## src/rtl/c2sif_arb.sv

```systemverilog
`default_nettype none
// ============================================================================
// Module      : c2sif_arb
// Description : Round-robin arbiter that lets NREQ c2sif requesters share one
//               c2sif target. Every port uses a four-phase level handshake
//               (req up, ack up, req down, ack down). The downstream
//               transaction always runs to completion, even if the owning
//               requester withdraws early. All outputs are registered.
// Ports       : clk, rst            - clock, synchronous active-high reset
//               s_req / s_ack       - per-requester handshake levels
//               s_id/s_fn/s_addr    - per-requester header, 32 bits per port
//               s_data              - per-requester payload, DATA_SIZE words
//               s_ret               - per-requester return value (held)
//               m_req / m_ack       - downstream handshake
//               m_id/m_fn/m_addr    - forwarded header
//               m_data / m_ret      - forwarded payload / downstream return
//               grant               - one-hot owner, 0 when idle
//               busy                - high whenever the arbiter is not idle
// Revision    : 1.0 - initial release
// ============================================================================
module c2sif_arb #(
    parameter int NREQ      = 4,
    parameter int DATA_SIZE = 4
) (
    input  logic                          clk,
    input  logic                          rst,
    input  logic [NREQ-1:0]               s_req,
    output logic [NREQ-1:0]               s_ack,
    input  logic [NREQ*32-1:0]            s_id,
    input  logic [NREQ*32-1:0]            s_fn,
    input  logic [NREQ*32-1:0]            s_addr,
    input  logic [NREQ*DATA_SIZE*32-1:0]  s_data,
    output logic [NREQ*32-1:0]            s_ret,
    output logic                          m_req,
    input  logic                          m_ack,
    output logic [31:0]                   m_id,
    output logic [31:0]                   m_fn,
    output logic [31:0]                   m_addr,
    output logic [DATA_SIZE*32-1:0]       m_data,
    input  logic [31:0]                   m_ret,
    output logic [NREQ-1:0]               grant,
    output logic                          busy
);

    localparam int         c_iw       = (NREQ > 1) ? $clog2(NREQ) : 1;
    localparam int         c_dw       = DATA_SIZE * 32;

    localparam logic [1:0] c_st_idle  = 2'd0;
    localparam logic [1:0] c_st_req   = 2'd1;
    localparam logic [1:0] c_st_ack   = 2'd2;
    localparam logic [1:0] c_st_drain = 2'd3;

    logic [1:0]      r_state;
    logic [1:0]      w_state_nxt;
    logic [c_iw-1:0] r_ptr;
    logic [c_iw-1:0] r_g;
    logic [c_iw-1:0] w_pick;
    logic            w_any;
    logic [c_iw-1:0] w_ptr_after_g;
    logic            r_busy;

    // Port index at a given round-robin distance from base, wrapping at NREQ.
    function automatic logic [c_iw-1:0] rr_idx(input logic [c_iw-1:0] base, input int off);
        int sum;
        sum = int'(base) + off;
        if (sum >= NREQ) begin
            sum = sum - NREQ;
        end
        return sum[c_iw-1:0];
    endfunction

    // Walk from the farthest offset back to the pointer so the closest
    // requesting port (in round-robin order) is the last one written.
    always_comb begin
        w_any  = 1'b0;
        w_pick = r_ptr;
        for (int i = NREQ - 1; i >= 0; i--) begin
            if (s_req[rr_idx(r_ptr, i)]) begin
                w_any  = 1'b1;
                w_pick = rr_idx(r_ptr, i);
            end
        end
    end

    assign w_ptr_after_g = (r_g == c_iw'(NREQ - 1)) ? '0 : r_g + c_iw'(1);

    always_comb begin
        w_state_nxt = r_state;
        case (r_state)
            c_st_idle:  if (w_any)         w_state_nxt = c_st_req;
            c_st_req:   if (m_ack)         w_state_nxt = c_st_ack;
            c_st_ack:   if (!s_req[r_g])   w_state_nxt = c_st_drain;
            c_st_drain: if (!m_ack)        w_state_nxt = c_st_idle;
            default:                       w_state_nxt = c_st_idle;
        endcase
    end

    always_ff @(posedge clk) begin
        if (rst) begin
            r_state <= c_st_idle;
            r_ptr   <= '0;
            r_g     <= '0;
            r_busy  <= 1'b0;
            m_req   <= 1'b0;
            m_id    <= '0;
            m_fn    <= '0;
            m_addr  <= '0;
            m_data  <= '0;
            s_ack   <= '0;
            s_ret   <= '0;
            grant   <= '0;
        end else begin
            r_state <= w_state_nxt;
            r_busy  <= (w_state_nxt != c_st_idle);
            case (r_state)
                c_st_idle: begin
                    if (w_any) begin
                        r_g    <= w_pick;
                        grant  <= NREQ'(1) << w_pick;
                        m_req  <= 1'b1;
                        m_id   <= s_id[int'(w_pick)*32 +: 32];
                        m_fn   <= s_fn[int'(w_pick)*32 +: 32];
                        m_addr <= s_addr[int'(w_pick)*32 +: 32];
                        m_data <= s_data[int'(w_pick)*c_dw +: c_dw];
                    end
                end
                c_st_req: begin
                    // Return value is captured with the ack so the requester
                    // sees it valid as soon as s_ack rises.
                    if (m_ack) begin
                        s_ret[int'(r_g)*32 +: 32] <= m_ret;
                        s_ack[r_g]                <= 1'b1;
                    end
                end
                c_st_ack: begin
                    if (!s_req[r_g]) begin
                        s_ack <= '0;
                        m_req <= 1'b0;
                    end
                end
                c_st_drain: begin
                    // Hold the grant until the target has released m_ack so a
                    // new request never overlaps the old acknowledge.
                    if (!m_ack) begin
                        grant <= '0;
                        r_ptr <= w_ptr_after_g;
                    end
                end
                default: ;
            endcase
        end
    end

    assign busy = r_busy;

endmodule
`default_nettype wire
```

## config.mk

```make
export PLATFORM = sky130hd
export DESIGN_NAME = c2sif_arb
export DESIGN_NICKNAME = d
export VERILOG_FILES = /design/src/rtl/c2sif_arb.sv
export SDC_FILE = /design/constraint.sdc
export NUM_CORES = 1
export LEC_CHECK = 0
export CORE_AREA = 4 4 503 505
export DETAILED_ROUTE_END_ITERATION = 10
export DIE_AREA = 0 0 507 509
export HOLD_SLACK_MARGIN = 0.03
export PLACE_DENSITY_LB_ADDON = 0.08
export SYNTH_ARGS = -nofsm -noshare
export SYNTH_HDL_FRONTEND = slang
export SYNTH_SLANG_ARGS = --single-unit
```

## constraint.sdc

```tcl
create_clock -name clk -period 3.25 [get_ports clk]
set_input_delay 0.8125 -clock clk [delete_from_list [all_inputs] [get_ports clk]]
set_output_delay 0.8125 -clock clk [all_outputs]
set_load 0.02 [all_outputs]
```

==> flow_summary.json, run 1 <==
{
  "register_area_um2": 7370,
  "cts.repair.resized": 0,
  "rsz0062_at_grt": "no",
  "cts.sinks": 368,
  "r2r_slack_ns": 0.74,
  "slowest_delay_ns": 0.66,
  "rr_endpoint": "m_id[22]$_SDFFE_PP0P_",
  "syn_nets": 2908,
  "ir_worst_vdd_mv": 0.406,
  "synth.distinct_cells": 47,
  "track_usage": 0.156,
  "cp.arrival_ns": 3.46,
  "port_buffers": 1296,
  "leakage_nw": 13.4,
  "cts_tree": "built",
  "fin_crit_ns": 2.92,
  "synth_area_leader_cell": "dfxtp_1",
  "cp_num_cells": 8,
  "critPathKind": "input port to register",
  "dpl_cell_area_um2": 36500,
  "overflow": 0,
  "dieArea_um2": 258000,
  "worst_pin_slew_ns": 0.886,
  "antenna_found_initial": 236,
  "coreArea_um2": 248000,
  "cts.htree.levels": 2,
  "synth_top_cell_area_share": 0.412,
  "timing.fmax_mhz": 343,
  "synth-edff-count": 0,
  "synth-simple-area-share": 0.0850,
  "maxSlewViolCount": 0,
  "layout-drive-gt1-share": 0.103,
  "maxCapViolations": 0,
  "wl_mm": 212,
  "fin_tns_setup_ns": 0,
  "finalHoldViolCount": 0,
  "post_cts_buffers": 0,
  "n_fill_cell": 28176,
  "synth-seq-area-share": 0.412,
  "dieHeight_um": 509,
  "synthTopCellsByArea": "dfxtp_1 (41%), mux2i_1 (13%), a32oi_1 (11%)",
  "synth_cells": 1965,
  "cts_buffers": 61,
  "async_reset_ff_frac": 0,
  "yosys_warnings": 0,
  "maxSlewHeadroom": 0.409,
  "path_cells": "clkdlybuf4s50_1, nor3_1, a2111o_1, nand2_8, buf_4, mux2i_1, buf_4, o221ai_1",
  "worstSetupEndpointType": "register",
  "dr.pass1.iters": 5,
  "place_hpwl_mm": 179,
  "cts_buffer_depth": 3,
  "nets": 4285,
  "reg2reg_from": "r_ptr[1]$_SDFFE_PP0P_",
  "final.setup.worst_slack_ns": 0.331,
  "path_buf_inv": 3,
  "setup_viol": 0,
  "cts_root_buf": "clkbuf_16",
  "worstPathRequired_ns": 3.80,
  "syn_avg_cell_area_um2": 9.09,
  "viasPerCell": 3.40,
  "start_util": 0.0720,
  "netlist_area_um2": 17900,
  "synth_top_family_by_area": "compound AO/OA/AOI/OAI gates",
  "reg2reg_depth": 7,
  "clock_latency_ns": 0.69,
  "synth_flop_cell": "dfxtp_1",
  "min_period_over_period": 0.898,
  "syn_to_final_growth_pct": 117,
  "grt_max_degree": 129,
  "wl_per_cell_um": 31.2,
  "gp_congestion": 0.797,
  "power.density_nw_per_um2": 445,
  "synth-adder-area-share": 0.00560,
  "grt_pass1_vias": 24364,
  "place_ws_ns": -0.347,
  "synth_seq_cells": 368,
  "ant_nets": 0,
  "status": "completed",
  "cts.clk_slew.worst_paths_ns": 0.06,
  "drt-initial-drc-count": 1204,
  "critical_path.endpoint": "m_id[22]$_SDFFE_PP0P_",
  "grt_pass1_wl_mm": 265,
  "design_area_um2": 38700,
  "layout_commonest_cell": "clkdlybuf4s50_1",
  "hold_path.class": "register to register",
  "timing.critical_path.from": "s_req[2]",
  "multiInputGateArea_um2": 8710,
  "cp_slowest_cell": "clkdlybuf4s50_1",
  "die_w_um": 507,
  "num_rows": 183,
  "final_cell_mix": "clkdlybuf4s50_1 (1,283), dfxtp_1 (368), mux2i_1 (224)",
  "critPathMaxFanout": 13,
  "route.detailed.drc": 0,
  "num_vias": 23126,
  "start_kind": "input port",
  "pin_count": 1297,
  "finalClockSkew_ns": 0.0252,
  "synthXorXnorAreaFrac": 0.000490,
  "path_delay_family": "buffers and inverters",
  "synth_compound_area_frac": 0.266,
  "muxShareOfSynthArea": 0.127,
  "cpMostUsedCell": "buf_4",
  "postCtsHoldBufs": 0
}
-- per-stage QoR --
step                utilization  hold slack, ns  total power [W]  instances
floorplan                     -           0.516          0.00681       1965
global placement          0.147           0.439           0.0105       6609
detailed placement        0.147           0.443           0.0105       6609
CTS                       0.155           0.429           0.0178       6724
global route              0.156           0.461           0.0181       6764
finish                    0.156           0.449           0.0172       6793
-- synthesized netlist by cell type, drive strengths merged (2+ instances only) --
cell	number
a21oi	141
a32oi	223
and2	4
buf	97
clkbuf	113
dfxtp	368
ha	8
inv	220
mux2i	224
nand2	141
nand2b	4
nand3	137
nand3b	2
nand4	6
nor2	13
nor2b	5
nor3	5
nor3b	5
o211ai	5
o21ai	6
o21bai	2
o221ai	217
o22ai	2
or3	2
-- worst reg2reg max path, stage by stage (launching register included) --
cell and delay, ns:
dfxtp_1 0.33, nor2b_1 0.15, a2111o_1 0.53, nand2_8 0.13, buf_4 0.28, mux2i_1 0.62, buf_4 0.22, o221ai_1 0.10
-- where the power goes --
group          switching, W  internal [W]
combinational       0.00255       0.00243
sequential         0.000341       0.00492
clock               0.00280       0.00420
-- flip-flops by register name, indices dropped and copies added, names as in the netlist, 2 cells and up --
name / cells
m_fn: 32
grant: 4
r_g: 2
s_ret: 128
r_ptr: 2
m_addr: 32
m_data: 128
r_state: 2
m_id: 32
s_ack: 4
-- how the worst min path moves through the flow --
stage / from / endpoint / slack, ns / cells past startpoint
2_1_floorplan: r_g[1]$_SDFFE_PP0P_ / r_g[1]$_SDFFE_PP0P_ / 0.52 / 2
3_3_place_gp: s_ret[101]$_SDFFE_PP0P_ / s_ret[101]$_SDFFE_PP0P_ / 0.44 / 2
3_5_place_dp: s_ret[54]$_SDFFE_PP0P_ / s_ret[54]$_SDFFE_PP0P_ / 0.44 / 2
4_1_cts: rst / r_ptr[1]$_SDFFE_PP0P_ / 0.43 / 2
5_1_grt: s_ret[106]$_SDFFE_PP0P_ / s_ret[106]$_SDFFE_PP0P_ / 0.46 / 2
6_report: s_ret[68]$_SDFFE_PP0P_ / s_ret[68]$_SDFFE_PP0P_ / 0.45 / 2
-- cell families (layout without fill, tap and decap cells) --
family,count (synthesis),in the layout
DFF,368,368
muxes,225,225
adders and majority gates,8,8
AOI/OAI and AO/OA,606,606
buffers and inverters,430,1859
other,0,69
and+or+nand+nor,327,327
xor gates and xnor gates,1,1
-- layout make-up --
type	instances	share of cell area
Clock inverter	14	0.00417
Inverter	220	0.0213
Sequential cell	368	0.190
Tap cell	3330	0.108
Multi-Input combinational cell	1167	0.225
Clock buffer	101	0.0493
Timing Repair Buffer	1524	0.398
Antenna cell	69	0.00446
-- per-layer routing --
layer / GRT usage / part of all wire / vias to the layer above
met5: 0 / 0.0038 / -
met4: 0.0689 / 0.038 / 124
met3: 0.0731 / 0.10 / 427
met2: 0.278 / 0.51 / 1146
met1: 0.156 / 0.34 / 11067
li1: - / - / 10362
Power figures use the tool's default switching activity.
==> inputs of run 2 (changes only) <==
Clock period 3.25 ns to 3.33 ns, I/O delays scaled along.
==> run 2 against run 1 <==
Compared with the run above:
- final cell count decreased by 0.62%
- largest power group unchanged
- wire length increased by 0.36%
- critical path depth increased by 1
- sequential share of layout area increased by 0.11 points
- total power decreased by 1.7%
- utilization decreased by 0.093 points
==> flow_summary.json, run 2 (synthesis results as in run 1) <==
{
  "status": "completed",
  "post_cts_buffers": 0,
  "cts.sinks": 368,
  "grt_pass1_vias": 24640,
  "finalClockSkew_ns": 0.0296,
  "postCtsHoldBufs": 0,
  "largestRegisters": "m_data: 128 flops, s_ret: 128 flops",
  "route.detailed.drc": 0,
  "overflow": 0,
  "worstSetupEndpointType": "register",
  "maxSlewViolCount": 0,
  "worstPathRequired_ns": 3.88,
  "layout-drive-gt1-share": 0.0996,
  "wl_per_cell_um": 31.5,
  "cts_buffers": 60,
  "num_rows": 183,
  "antenna_found_initial": 226,
  "ir_worst_vdd_mv": 0.438,
  "viasPerCell": 3.45,
  "cts.htree.levels": 2,
  "timing.fmax_mhz": 348,
  "power.density_nw_per_um2": 440,
  "syn_to_final_growth_pct": 115,
  "final_cell_mix": "clkdlybuf4s50_1 (1,289), dfxtp_1 (368), mux2i_1 (224)",
  "pin_count": 1297,
  "critPathKind": "input port to register",
  "path_delay_family": "buffers and inverters",
  "ant_nets": 0,
  "grt_pass1_wl_mm": 268,
  "setup_viol": 0,
  "reg2reg_depth": 8,
  "leakage_nw": 13.3,
  "wl_mm": 213,
  "track_usage": 0.157,
  "die_w_um": 507,
  "place_inst": 6598,
  "grt_max_degree": 77,
  "cp_num_cells": 9,
  "maxSlewHeadroom": 0.306,
  "slowest_delay_ns": 0.65,
  "cts.repair.resized": 0,
  "dieHeight_um": 509,
  "cts.clk_slew.worst_paths_ns": 0.06,
  "fin_crit_ns": 2.87,
  "path_buf_inv": 4,
  "timing.critical_path.from": "s_req[2]",
  "critical_path.endpoint": "m_data[58]$_SDFFE_PP0P_",
  "layout_commonest_cell": "clkdlybuf4s50_1",
  "drt-initial-drc-count": 1319,
  "finalHoldViolCount": 0,
  "critPathMaxFanout": 18,
  "cts_buffer_depth": 3,
  "num_vias": 23322,
  "cp.arrival_ns": 3.42,
  "cp_slowest_cell": "clkdlybuf4s50_1",
  "cts_tree": "built",
  "stdcell_count": 6751,
  "dr.pass1.iters": 5,
  "dieArea_um2": 258000,
  "rr_endpoint": "m_data[58]$_SDFFE_PP0P_",
  "cpMostUsedCell": "buf_12",
  "r2r_slack_ns": 0.88,
  "coreArea_um2": 248000,
  "maxCapViolations": 0,
  "worst_pin_slew_ns": 1.04,
  "clock_latency_ns": 0.70,
  "start_kind": "input port",
  "final.setup.worst_slack_ns": 0.457,
  "port_buffers": 1296,
  "rsz0062_at_grt": "no",
  "start_util": 0.0720,
  "reg2reg_from": "r_ptr[1]$_SDFFE_PP0P_",
  "place_ws_ns": -0.306,
  "min_period_over_period": 0.863,
  "hold_path.class": "register to register",
  "path_cells": "clkdlybuf4s50_1, nor3_1, a2111o_1, nand2_8, buf_12, buf_12, mux2i_1, buf_4, o221ai_1",
  "nets": 4273,
  "cts_root_buf": "clkbuf_16",
  "gp_congestion": 0.827,
  "place_hpwl_mm": 179
}
run 2: cell count changes in the layout (fill, tap and decap cells not counted), sizes merged:
| cell | before | now |
|---|---|---|
| buf | 241 | 224 |
| bufinv | 3 | 9 |
| clkbuf | 101 | 77 |
| clkdlybuf4s50 | 1283 | 1289 |
| clkinv | 8 | 15 |
| clkinvlp | 2 | 5 |
| diode | 69 | 46 |
run 2: how the worst min path moves through the flow:
stage | slack [ns] | end | startpoint | depth (start not counted)
floorplan | 0.52 | r_g[1]$_SDFFE_PP0P_ | r_g[1]$_SDFFE_PP0P_ | 2
global placement | 0.44 | s_ret[42]$_SDFFE_PP0P_ | s_ret[42]$_SDFFE_PP0P_ | 2
detailed placement | 0.44 | s_ret[99]$_SDFFE_PP0P_ | s_ret[99]$_SDFFE_PP0P_ | 2
CTS | 0.45 | s_ret[99]$_SDFFE_PP0P_ | s_ret[99]$_SDFFE_PP0P_ | 2
global route | 0.47 | s_ret[44]$_SDFFE_PP0P_ | s_ret[44]$_SDFFE_PP0P_ | 2
finish | 0.45 | s_ret[99]$_SDFFE_PP0P_ | s_ret[99]$_SDFFE_PP0P_ | 2
run 2: final cells by class:
cell class	count	area, µm²
Antenna cell	46	115
Clock buffer	77	1660
Clock inverter	30	395
Fill cell	28254	210000
Inverter	220	826
Multi-Input combinational cell	1167	8710
Sequential cell	368	7370
Tap cell	3330	4170
Timing Repair Buffer	1513	15200
run 2: layer usage:
| metal | GRT usage | wire length, µm |
|---|---|---|
| met5 | 0 | 611 |
| met3 | 0.0687 | 20400 |
| met4 | 0.0432 | 6910 |
| met2 | 0.292 | 110000 |
| met1 | 0.159 | 74800 |
run 2: metrics by stage:
stage / util / hold WS (ns) / TNS [ns] / instance area, µm² / power (W)
2_1_floorplan: - / 0.516 / 0 / 17900 / 0.00665
3_3_place_gp: 0.146 / 0.439 / -4.41 / 36300 / 0.0103
3_5_place_dp: 0.146 / 0.443 / -10.58 / 36300 / 0.0102
4_1_cts: 0.155 / 0.450 / 0 / 38400 / 0.0175
5_1_grt: 0.155 / 0.466 / 0 / 38400 / 0.0178
6_report: 0.155 / 0.448 / 0 / 38500 / 0.0169
run 2: power by group:
| group | leakage, nW | switching, W | internal [W] |
|---|---|---|---|
| registers | 3.01 | 0.000330 | 0.00480 |
| logic | 9.30 | 0.00250 | 0.00236 |
| clock network | 1.00 | 0.00279 | 0.00417 |
| total | 13.3 | 0.00562 | 0.0113 |
run 2: worst min-delay path, delay by kind of cell, from the launching register on:
| family | cells | cell delay, ns |
|---|---|---|
| AND/OR/NAND/NOR | 1 | 0.05 |
| AO/OA/AOI/OAI | 1 | 0.05 |
| flip-flops | 1 | 0.30 |
==> inputs of run 3 (changes only) <==
Settings changed: GPL_ROUTABILITY_DRIVEN set to 0.
==> results of run 3 <==
Final layout, timing and power as in run 2 (identical DEF).
